### src/rtl/fixed_lut_index_pipe.sv
// Two-stage, multi-lane LUT address generator: leading-one detect, normalise to
// Q1.(WIDTH-1), then split the fraction into LUT index and interpolation residual.
module fixed_lut_index_pipe #(
  parameter int WIDTH       = 16,
  parameter int LUT_POW     = 5,
  parameter int RES_WIDTH   = 4,
  parameter int PARALLELISM = 4,
  localparam int MSB_WIDTH  = $clog2(WIDTH),
  localparam int RW         = (RES_WIDTH > 0) ? RES_WIDTH : 1
) (
  input  logic                           clk,
  input  logic                           rst,
  input  logic [PARALLELISM*WIDTH-1:0]   data_in,
  input  logic                           data_in_valid,
  output logic                           data_in_ready,
  output logic [PARALLELISM*LUT_POW-1:0] index_out,
  output logic [PARALLELISM*RW-1:0]      residual_out,
  output logic [PARALLELISM*MSB_WIDTH-1:0] msb_out,
  output logic [PARALLELISM-1:0]         zero_out,
  output logic                           data_out_valid,
  input  logic                           data_out_ready
);

  // Fraction padded on the right so index/residual slices never run off the end.
  localparam int EXT_W = (WIDTH - 1) + LUT_POW + RW;

  // Handshake: a beat moves into a stage on a clk edge when the upstream valid
  // and the stage's ready are both high; a stage is ready when empty or when
  // its own content leaves in the same cycle, so a full pipe streams 1 beat/cycle.
  logic s1_valid, s2_valid;
  logic s1_ready, s2_ready;

  logic [PARALLELISM*WIDTH-1:0]     s1_val;
  logic [PARALLELISM*MSB_WIDTH-1:0] s1_msb;
  logic [PARALLELISM-1:0]           s1_zero;

  logic [PARALLELISM*MSB_WIDTH-1:0] lod_msb;
  logic [PARALLELISM-1:0]           lod_zero;

  logic [PARALLELISM*LUT_POW-1:0]   nxt_index;
  logic [PARALLELISM*RW-1:0]        nxt_res;

  assign s2_ready       = !s2_valid || data_out_ready;
  assign s1_ready       = !s1_valid || s2_ready;
  assign data_in_ready  = s1_ready;
  assign data_out_valid = s2_valid;

  // Leading-one detection: the highest set bit wins because it is written last.
  always_comb begin
    logic [WIDTH-1:0] lane;
    lane     = '0;
    lod_msb  = '0;
    lod_zero = '0;
    for (int i = 0; i < PARALLELISM; i++) begin
      lane        = data_in[i*WIDTH +: WIDTH];
      lod_zero[i] = (lane == '0);
      for (int b = 0; b < WIDTH; b++) begin
        if (lane[b]) lod_msb[i*MSB_WIDTH +: MSB_WIDTH] = MSB_WIDTH'(b);
      end
    end
  end

  // Normalise so the leading one sits at bit WIDTH-1, drop it, slice the fraction.
  always_comb begin
    logic [MSB_WIDTH-1:0] shamt;
    logic [WIDTH-1:0]     norm;
    logic [EXT_W-1:0]     ext;
    shamt     = '0;
    norm      = '0;
    ext       = '0;
    nxt_index = '0;
    nxt_res   = '0;
    for (int i = 0; i < PARALLELISM; i++) begin
      shamt = MSB_WIDTH'(WIDTH - 1) - s1_msb[i*MSB_WIDTH +: MSB_WIDTH];
      norm  = s1_val[i*WIDTH +: WIDTH] << shamt;
      ext   = {norm[WIDTH-2:0], {(LUT_POW + RW){1'b0}}};
      nxt_index[i*LUT_POW +: LUT_POW] = ext[EXT_W-1 -: LUT_POW];
      if (RES_WIDTH > 0) nxt_res[i*RW +: RW] = ext[EXT_W-1-LUT_POW -: RW];
    end
  end

  always_ff @(posedge clk) begin
    if (!rst) begin
      s1_valid     <= 1'b0;
      s1_val       <= '0;
      s1_msb       <= '0;
      s1_zero      <= '0;
      s2_valid     <= 1'b0;
      index_out    <= '0;
      residual_out <= '0;
      msb_out      <= '0;
      zero_out     <= '0;
    end else begin
      if (s1_ready) begin
        s1_valid <= data_in_valid;
        if (data_in_valid) begin
          s1_val  <= data_in;
          s1_msb  <= lod_msb;
          s1_zero <= lod_zero;
        end
      end
      if (s2_ready) begin
        s2_valid <= s1_valid;
        if (s1_valid) begin
          index_out    <= nxt_index;
          residual_out <= nxt_res;
          msb_out      <= s1_msb;
          zero_out     <= s1_zero;
        end
      end
    end
  end

endmodule

### config.mk
export PLATFORM = sky130hd
export DESIGN_NAME = fixed_lut_index_pipe
export DESIGN_NICKNAME = d
export VERILOG_FILES = /design/src/rtl/fixed_lut_index_pipe.sv
export SDC_FILE = /design/constraint.sdc
export NUM_CORES = 1
export LEC_CHECK = 0
export ABC_CLOCK_PERIOD_IN_PS = 2200
export CORE_MARGIN = 3
export CORE_UTILIZATION = 40
export DETAILED_ROUTE_END_ITERATION = 12
export PLACE_DENSITY_LB_ADDON = 0.3
export SYNTH_ARGS = -nofsm -noshare
export SYNTH_HDL_FRONTEND = slang
export SYNTH_SLANG_ARGS = --single-unit
### constraint.sdc
create_clock -name clk -period 2.2 [get_ports clk]
set_input_delay 0.22 -clock clk [delete_from_list [all_inputs] [get_ports clk]]
set_output_delay 0.22 -clock clk [all_outputs]
set_load 0.01 [all_outputs]
======== After elaboration in Yosys (flattened, before gate mapping) ========
Index checks and enable logic that the tools add are counted.
storage, ports and cells
  output and inout port bits .............. 58
  flip-flop bits (word level) ............. 142
  word-level logic and storage cells ...... 87
operators by class
  reduce and logical (&&, ||, !) cells .... 10
  shift-type cells ........................ 4
  add/sub/neg operators ................... 4
  multiplexer cells ....................... 60
operators with widths
  operator             number
  $mux 4               56
  $logic_not 16->1     4
  $shl 16x4->15        4
  $sub 4x4->4 const A  4
  $mux 1               4
  $reduce_and 2->1     2
  $logic_not 1->1      2
  $logic_or 1x1->1     2

======== Depth between registers and ports, before layout ========
Gate-level depths: netlist (run 1).
  word-level depth ........................ 15
  gate-level depth with buffers ........... 7
  depth with buffers taken out ............ 5

======== Worst setup path after synthesis (run 1) ========
OpenSTA, ideal clock, no wires.
  path type ............................... register to register
  from .................................... register s1_msb[0]
  to ...................................... register index_out[4]
  data arrival time ....................... 1.543 ns
  slack ................................... 0.539 ns
  buffers on the path ..................... 1
  cell stages (with the launch flop) ...... 7
  path through ............................ dfxtp_1 buf_2 mux4_2 nand2_1 o21ai_1 or3_1 o2111a_1
on the way
  word-level cells in the longest chain between the ends .. 2
RTL lines
  what                    line  source
  start, declared         34    logic [PARALLELISM*MSB_WIDTH-1:0] s1_msb;
  start signal, assigned  98    s1_msb <= lod_msb;
  $sub 4x4->4             74    shamt = MSB_WIDTH'(WIDTH - 1) - s1_msb[i*MSB_WIDTH +: MSB_WIDTH];
  $shl 16x4->15           75    norm = s1_val[i*WIDTH +: WIDTH] << shamt;
  end signal, assigned    105   index_out <= nxt_index;
  end, declared           16    output logic [PARALLELISM*LUT_POW-1:0] index_out,
Every way passes these cells.
A chain may end at the register's enable or synchronous reset.

======== Worst setup path in the final report (run 1) ========
  from .................................... register s1_msb[9]
  to ...................................... register residual_out[11]
on the way
  word-level cells in the longest chain between the ends .. 2
RTL lines
  what                  line  source
  $sub 4x4->4           74
  $shl 16x4->15         75
  end signal, assigned  106   residual_out <= nxt_res;
  end, declared         17    output logic [PARALLELISM*RW-1:0] residual_out,
Every way passes these cells.

==> reports/metrics.csv, run 1 <==
stage,metric,value,unit
status,outcome,completed,
clock_network,Clock transition at path regs,60,ps
setup_path,CP Data Arrival Time,2300,ps
sta,final worst-path cycle share,90.4,%
synth,Synth Instances,905,
routing,DRT Pass-1 Iters,5,
setup_path,worst reg-to-reg setup slack,210,ps
clock_network,H-tree levels,4,
sta,Final min period,1990,ps
clock_network,Num CTS Buffers,17,
synth,Yosys Warn Count,0,
global_route,antenna violations before repair,0,
finish,final core utilization,53.1,%
placement,RD Place Congestion,0.868,
floorplanning,die area,20000,µm²
synth,Post-synth EDFFs,0,
setup_path,buffer and inverter count on the worst path,1,
worst_hold_path,worst hold stages,3,
floorplanning,Ports,126,
floorplanning,initial core utilization,41.6,%
setup_path,top cell family by delay on the critical path,compound AO/OA/AOI/OAI gates,
worst_hold_path,hold_sp,rst,
synth,sequential area share after synthesis,37.7,%
placement,post-detail-place hpwl,14400,µm
finish,synthesis-to-layout area growth,27.5,%
pwr,total power,6.58,mW
setup_path,cells along the critical path,buf_4 > mux2i_1 > o32ai_1 > a31o_1 > a221oi_1 > nor2_1,
global_route,vias in the first global route,6386,
sta,final hold vios,0,
pwr,static leakage,3.36,nW
setup_path,crit end category,register,
clock_network,# resized after CTS,0,
placement,PortBufs,125,
routing,via count,6838,
synth,synth unique cells,57,
floorplanning,height of the die,141,µm
sta,RSZ-0062 raised after global routing,no,
routing,DR vias/cell,5.52,
clock_network,CTS tree,yes,
synth,synthesized area,7330,µm²
sta,FMAX,503,MHz
routing,drt wl/cell,16.3,µm
clock_network,clock root cell,clkbuf_16,
setup_path,Worst setup SP type,register,
placement,dpl ws,195,ps
finish,Antenna Cells,0,
setup_path,CP Class,reg2reg,
setup_path,"slowest stage delay, CP",600,ps
routing,Iteration-0 DRC Markers,497,
setup_path,FF-to-FF End,residual_out[11],
routing,post-route ant nets,0,
setup_path,cells on worst reg2reg path,6,
setup_path,CP max FO,10,
synth,"FF+latch count, synth",138,
pwr,maximum VDD drop,595,µV
setup_path,"Data required, critical path",2510,ps
sta,slew margin rel.,57.9,%
synth,post-synth net total,973,
finish,fill cell count,1707,
finish,Nets,1071,
finish,layout cell share with drive strength beyond 1,9.47,%
flow_run,max cap viols,0,
clock_network,Hold Buf Count CTS,0,
sta,Final WS setup,212,ps
setup_path,CP max stage cell,dfxtp_1,
global_route,largest net degree at the start of global routing,57,
sta,final setup fails,0,
setup_path,Reg-to-Reg Start,s1_msb[9],
floorplanning,core area,17600,µm²
global_route,total gr overflow,0,
floorplanning,Die Width,141,µm
routing,routed wire length,20100,µm
sta,Setup TNS,0,ps
synth,Synth Flop Type,dfxtp_1,
floorplanning,# rows,48,
clock_network,clock buffer depth,2,
clock_network,clock sinks,138,
setup_path,Worst path depth,6,
global_route,first-pass GRT wire length,32900,µm
synth,Mapped Avg Cell Area,8.09,µm²
routing,DRC viols,0,
pwr,pwr dens,705,nW/µm²
sta,Slew @ Worst Pin,626,ps
worst_hold_path,WHS Endpoint,zero_out[0],
clock_network,post-CTS setup buffer count,0,
clock_network,later-pin clock latency in the skew report,420,ps
synth,"FFs w/ async S/R, synth",0,%
worst_hold_path,Hold WC Path Type,in2reg,
sta,Max Slew Vio Count,0,
global_route,gr usage total,20.2,%
sta,Max Clock Skew,8.41,ps
stage by stage:
step | instance area, µm² | std cells | hold slack (ps)
global route | 9340 | 1239 | 270
global placement | 8790 | 1209 | 439
finish | 9340 | 1239 | 235
detailed placement | 8790 | 1209 | 444
CTS | 9340 | 1239 | 233
floorplan | 7330 | 905 | 349
report_power, final:
group	switching [mW]	internal, mW
sequential	0.160	2.63
clock	1.06	1.67
combinational	0.533	0.529
cell usage in the layout, fill, tap and decap left out, types with 15 or more instances in the layout:
cell type | synthesis | final
nand2_1 | 216 | 215
dfxtp_1 | 138 | 138
a21oi_1 | 130 | 130
clkdlybuf4s50_1 | 0 | 124
o21ai_0 | 44 | 44
mux2i_1 | 38 | 38
nor2_1 | 31 | 31
nand3_1 | 23 | 23
mux4_2 | 22 | 22
buf_4 | 4 | 22
nor4_1 | 18 | 18
clkbuf_16 | 0 | 17
nand2b_1 | 15 | 15
synth_stat cells (3+ instances only):
| library cell | n | share of area (%) |
|---|---|---|
| a221oi_1 | 5 | 0.60 |
| buf_4 | 4 | 0.41 |
| o22ai_1 | 5 | 0.43 |
| a211oi_1 | 9 | 0.92 |
| a31oi_1 | 14 | 1.2 |
| mux2_4 | 3 | 0.61 |
| o31ai_1 | 8 | 0.82 |
| mux4_1 | 3 | 1.1 |
| mux2_1 | 4 | 0.61 |
| o21ai_0 | 44 | 3.0 |
| mux2i_1 | 38 | 5.2 |
| inv_1 | 12 | 0.61 |
| o211ai_1 | 11 | 1.1 |
| buf_2 | 25 | 1.7 |
| a21oi_1 | 130 | 8.9 |
| nand2b_1 | 15 | 1.3 |
| and3_1 | 3 | 0.26 |
| and3b_1 | 4 | 0.48 |
| mux4_2 | 22 | 6.8 |
| and2_1 | 5 | 0.43 |
| nor2b_1 | 11 | 0.94 |
| nor2_1 | 31 | 1.6 |
| o211a_1 | 4 | 0.55 |
| dfxtp_1 | 138 | 38 |
| nor3_1 | 5 | 0.34 |
| a21o_1 | 3 | 0.31 |
| clkbuf_1 | 39 | 2.0 |
| o21ai_1 | 4 | 0.27 |
| nor4_1 | 18 | 1.5 |
| mux2_2 | 9 | 1.4 |
| nand3_1 | 23 | 1.6 |
| o31a_1 | 4 | 0.48 |
| nand2_1 | 216 | 11 |
| buf_1 | 3 | 0.15 |
cell type report:
type                    count  area [µm²]  area share, %
flip-flops and latches    138        2760           29.6
repair buffers            152        1510           16.2
clock inverters             9         100           1.07
clock buffers              21         450           4.82
well taps                 225         282           3.01
inverters                  14        52.6          0.563
multi-input cells         680        4180           44.8
state kept, by name (all words and copies together) (netlist names):
name and flops:
s1_valid 1, index_out 20, s1_zero 4, msb_out 16, s1_msb 16, s1_val 60, data_out_valid 1, zero_out 4
residual_out 16
cell families (layout without fill, tap and decap cells):
kind of cell,count (synthesis),in the layout,synth area share (%)
simple gates,343,343,20.6
compound gates,258,258,20.7
flops,138,138,37.7
buf+inv,87,196,5.29
mux,79,79,15.6
how the worst max path moves through the flow:
stage | end | start | slack [ps]
floorplan | index_out[4] | s1_msb[0] | 540
global placement | s1_msb[12] | data_out_ready | 200
detailed placement | s1_msb[12] | data_out_ready | 190
CTS | data_in_ready | data_out_valid | 200
global route | residual_out[11] | s1_msb[9] | 60
finish | residual_out[11] | s1_msb[9] | 210
routing by layer:
| layer | up-vias | part of all wire, % | GRT usage [%] |
|---|---|---|---|
| met5 | - | 0 | 0 |
| met1 | 3196 | 45 | 27.0 |
| met3 | 30 | 4.5 | 3.94 |
| met2 | 179 | 48 | 32.6 |
| met4 | 0 | 2.2 | 7.24 |
| li1 | 3433 | - | - |
worst reg2reg max path, cell delays in order, from the launching register on:
cell	delay [ps]
dfxtp_1	600
buf_4	270
mux2i_1	250
o32ai_1	120
a31o_1	240
a221oi_1	330
nor2_1	80
Note: power is estimated with default switching activity, not from simulation.
==> run 2, diff against run 1 <==
--- a/config.mk
+++ b/config.mk
@@ -5,7 +5,7 @@
 export SDC_FILE = /design/constraint.sdc
 export NUM_CORES = 1
 export LEC_CHECK = 0
-export ABC_CLOCK_PERIOD_IN_PS = 2200
+export ABC_CLOCK_PERIOD_IN_PS = 1700
 export CORE_MARGIN = 3
 export CORE_UTILIZATION = 40
 export DETAILED_ROUTE_END_ITERATION = 12
==> constraint.sdc (replaced) <==
create_clock -name clk -period 1.7 [get_ports clk]
set_input_delay 0.17 -clock clk [delete_from_list [all_inputs] [get_ports clk]]
set_output_delay 0.17 -clock clk [all_outputs]
set_load 0.01 [all_outputs]
==> reports/metrics.csv, run 2 (synthesis results as in run 1) <==
stage,metric,value,unit
floorplanning,initial core utilization,41.6,%
setup_path,CP Class,reg2reg,
routing,drt wl/cell,15.9,µm
finish,most frequent cells in the layout,"215 x nand2_1, 132 x dfxtp_1, 129 x a21oi_1, 123 x clkdlybuf4s50_1, 78 x buf_4",
placement,RD Place Congestion,0.909,
pwr,pwr dens,892,nW/µm²
routing,via count,7088,
sta,Max Slew Vio Count,0,
global_route,largest net degree at the start of global routing,41,
status,outcome,completed,
placement,post-detail-place hpwl,15500,µm
worst_hold_path,Hold WC Path Type,in2reg,
pwr,static leakage,3.69,nW
routing,DRC viols,0,
setup_path,CP Data Arrival Time,1970,ps
finish,Nets,1134,
routing,post-route ant nets,0,
routing,DR vias/cell,5.44,
finish,"most common cell after layout, fill and taps aside",nand2_1,
floorplanning,Die Width,141,µm
sta,Final min period,1660,ps
pwr,maximum VDD drop,776,µV
floorplanning,core area,17600,µm²
finish,Antenna Cells,0,
sta,FMAX,602,MHz
setup_path,Worst setup SP type,register,
routing,DRT Pass-1 Iters,5,
clock_network,H-tree levels,4,
routing,Top Layer Used,met4,
global_route,first-pass GRT wire length,34000,µm
finish,layout cell share with drive strength beyond 1,16.5,%
sta,slew margin rel.,57.2,%
routing,wire length on met2,10200,µm
sta,final worst-path cycle share,97.6,%
clock_network,CTS tree,yes,
finish,final core utilization,56.3,%
global_route,gr usage total,20.9,%
setup_path,CP max FO,6,
floorplanning,die area,20000,µm²
setup_path,"Data required, critical path",2010,ps
clock_network,clock sinks,138,
setup_path,crit end category,register,
global_route,antenna violations before repair,0,
clock_network,clock root cell,clkbuf_16,
finish,max FFs per register,60,
finish,largest registers,"s1_val (60), index_out (20)",
finish,fin cells,1304,
finish,Biggest register,s1_val,
finish,synthesis-to-layout area growth,35.4,%
clock_network,clock buffer depth,2,
routing,met3 routed WL,1010,µm
clock_network,later-pin clock latency in the skew report,420,ps
floorplanning,height of the die,141,µm
pwr,total power,8.85,mW
clock_network,Num CTS Buffers,17,
sta,final setup fails,0,
sta,RSZ-0062 raised after global routing,no,
sta,Max Clock Skew,4.74,ps
floorplanning,# rows,48,
placement,DP Cell Count,1272,
placement,PortBufs,125,
routing,Iteration-0 DRC Markers,357,
sta,Slew @ Worst Pin,635,ps
floorplanning,Ports,126,
flow_run,max cap viols,0,
routing,routed wire length,20800,µm
global_route,vias in the first global route,6751,
routing,wire length on met1,9330,µm
sta,final hold vios,0,
global_route,total gr overflow,0,
clock_network,Clock transition at path regs,60,ps
[run 2: cell types whose count changed in the layout (fill, tap and decap cells not counted), sizes merged]
cell	before	now
buf	28	92
inv	14	20
clkbuf	21	17
clkinv	5	2
clkinvlp	2	5
clkdlybuf4s50	124	123
[run 2: final timing paths]
| kind | from | endpoint | slack, ps | depth (start not counted) |
|---|---|---|---|---|
| hold / removal | rst | s1_val[8] | 220 | 3 |
| setup reg to reg | s1_msb[9] | index_out[14] | 40 | 4 |
| hold reg to reg | msb_out[11] | msb_out[11] | 450 | 2 |
| setup / recovery | s1_msb[9] | index_out[14] | 40 | 4 |
[run 2: layout make-up]
cell class	instances	area, µm²
inverters	14	52.6
well taps	225	282
flip-flops and latches	138	2770
multi-input cells	680	4190
clock inverters	15	164
clock buffers	17	425
repair buffers	215	2030
fillers	1617	7680
[run 2: power breakdown]
part | total, mW | switching, mW | internal, mW
logic | 1.56 | 0.754 | 0.810
registers | 3.58 | 0.181 | 3.40
clock network | 3.70 | 1.52 | 2.18
[run 2: metrics by stage]
step                setup TNS (ps)  setup slack, ps  cell area [µm²]  hold WS (ps)
global route                     0             1.02             9920           236
CTS                              0             15.2             9900           205
floorplan                        0             39.4             7330           299
detailed placement           -8810             -148             9300           445
global placement             -8950             -150             9300           440
finish                           0             40.2             9920           219
[run 2: critical path, stage by stage, from the launching register on]
cell      delay, ps
dfxtp_4         400
mux2_4          310
mux4_2          490
o211ai_1        250
a21oi_1          90
[run 2: layer usage]
layer | global-route usage (%) | vias up
li1 | - | 3560
met1 | 27.0 | 3340
met2 | 35.4 | 171
met3 | 3.98 | 17
met4 | 6.83 | 0
met5 | 0 | -
[run 2: timing repair]
item,CTS,global route
endpoints found under the hold margin,0,0
pin swaps,4,3
gates resized for setup,10,14
cloned,0,0
setup endpoints to repair,10,13
hold buffers,0,0
setup buffers,1,0
==> run 3, diff against run 2 <==
--- a/config.mk
+++ b/config.mk
@@ -6,6 +6,7 @@
 export NUM_CORES = 1
 export LEC_CHECK = 0
 export ABC_CLOCK_PERIOD_IN_PS = 1700
+export CORE_ASPECT_RATIO = 0.75
 export CORE_MARGIN = 3
 export CORE_UTILIZATION = 40
 export DETAILED_ROUTE_END_ITERATION = 12
@@ -13,3 +14,4 @@
 export SYNTH_ARGS = -nofsm -noshare
 export SYNTH_HDL_FRONTEND = slang
 export SYNTH_SLANG_ARGS = --single-unit
+export TNS_END_PERCENT = 100
==> reports/metrics.csv, run 3 (synthesis results as in run 1) <==
stage,metric,value,unit
sta,Max Slew Vio Count,0,
flow_run,max cap viols,0,
clock_network,clock root cell,clkbuf_16,
floorplanning,die area,20000,µm²
clock_network,Clock transition at path regs,60,ps
finish,largest registers,"s1_val (60), index_out (20)",
routing,Iteration-0 DRC Markers,557,
routing,DRT Pass-1 Iters,5,
finish,area of the multi-input gates,4210,µm²
setup_path,top cell family by delay on the critical path,multiplexers,
sta,Slew @ Worst Pin,722,ps
placement,dpl ws,-254,ps
sta,final worst-path cycle share,100,%
sta,final hold vios,0,
pwr,pwr dens,889,nW/µm²
routing,via count,7214,
setup_path,cells along the critical path,mux2_4 > mux4_2 > a221oi_2 > nor2_1,
sta,Setup TNS,-0.944,ps
clock_network,clock sinks,138,
setup_path,buffer and inverter count on the worst path,0,
routing,routed wire length,21200,µm
finish,max FFs per register,60,
finish,fill cell count,1622,
sta,Max Clock Skew,10.9,ps
clock_network,clock buffer depth,2,
setup_path,worst reg-to-reg setup slack,-0.9,ps
global_route,antenna violations before repair,0,
finish,Nets,1132,
status,outcome,"complete, but fails checks",
pwr,static leakage,3.72,nW
routing,drt wl/cell,16.1,µm
pwr,maximum VDD drop,501,µV
finish,"most common cell after layout, fill and taps aside",nand2_1,
routing,DR vias/cell,5.47,
sta,slew margin rel.,51.4,%
finish,Antenna Cells,0,
setup_path,CP max stage cell,mux4_2,
floorplanning,initial core utilization,41.1,%
routing,DRC viols,0,
clock_network,CTS tree,yes,
global_route,total gr overflow,0,
setup_path,crit end category,register,
status,failing checks,negative setup slack,
global_route,met3 Use GR,2.71,%
setup_path,"slowest stage delay, CP",510,ps
clock_network,Hold Buf Count CTS,0,
placement,post-detail-place hpwl,15700,µm
finish,synthesis-to-layout area growth,36.6,%
clock_network,Num CTS Buffers,17,
finish,Reg area,2770,µm²
global_route,first-pass GRT wire length,34000,µm
setup_path,CP Class,reg2reg,
routing,post-route ant nets,0,
floorplanning,Die Width,162,µm
sta,final setup fails,1,
global_route,gr busiest metal,met2,
worst_hold_path,Hold WC Path Type,in2reg,
global_route,gr usage total,20.9,%
sta,Final WS setup,-0.944,ps
setup_path,"Data required, critical path",1990,ps
setup_path,Worst setup SP type,register,
placement,RD Place Congestion,0.899,
global_route,largest net degree at the start of global routing,38,
finish,Biggest register,s1_val,
global_route,met2 Usage GRT,33.5,%
floorplanning,height of the die,123,µm
pwr,total power,8.90,mW
placement,PortBufs,125,
floorplanning,Ports,126,
sta,Final min period,1700,ps
clock_network,H-tree levels,4,
floorplanning,# rows,42,
finish,most frequent cells in the layout,"215 x nand2_1, 132 x dfxtp_1, 129 x a21oi_1, 124 x clkdlybuf4s50_1, 72 x buf_4",
clock_network,later-pin clock latency in the skew report,410,ps
finish,layout cell share with drive strength beyond 1,16.3,%
setup_path,CP max FO,6,
sta,RSZ-0062 raised after global routing,yes,
setup_path,CP Data Arrival Time,1990,ps
floorplanning,core area,17800,µm²
sta,FMAX,588,MHz
global_route,vias in the first global route,6675,
global_route,met1 usage in global routing,30.2,%
## run 3: where the power goes
group / switching (mW) / total, mW / internal [mW] / leakage (nW)
combinational: 0.760 / 1.58 / 0.825 / 2.29
clock: 1.46 / 3.71 / 2.25 / 0.294
sequential: 0.199 / 3.60 / 3.40 / 1.13
total: 2.42 / 8.90 / 6.48 / 3.72
## run 3: stage by stage
stage          hold slack, ps  util, %  area, µm²  cells
2_1_floorplan             299        -       7330    905
3_3_place_gp              436     52.4       9330   1283
3_5_place_dp              446     52.4       9330   1283
4_1_cts                   346     55.8       9940   1315
5_1_grt                   380     56.2      10000   1319
6_report                  354     56.2      10000   1319
## run 3: area by class of cell
cell class              count  share of cell area [%]
clock buffers              19                    4.52
multi-input cells         680                    42.1
clock inverters            13                    1.44
well taps                 242                    3.02
flip-flops and latches    138                    27.7
repair buffers            213                    20.7
inverters                  14                   0.525
## run 3: path summary, 6_finish.rpt
check / from / end / depth (start not counted)
min reg2reg: index_out[8] / index_out[8] / 2
max: s1_msb[9] / index_out[10] / 4
max reg2reg: s1_msb[9] / index_out[10] / 4
min: data_in[0] / s1_val[0] / 3
## run 3: worst reg2reg max path, cell delays in order, from the launching register on
cell and delay [ps]:
dfxtp_4 400, mux2_4 320, mux4_2 510, a221oi_2 300, nor2_1 60
## run 3: per-layer routing
layer,up-vias,wire (µm)
met2,240,9680
met5,-,0
met1,3418,10200
met4,0,126
li1,3547,-
met3,9,1190
## run 3: timing repair
| item | CTS | global route |
|---|---|---|
| buffers inserted | 0 | 4 |
| resized for setup | 8 | 17 |
| pin swaps | 1 | 5 |
| setup endpoints to repair | 13 | 16 |
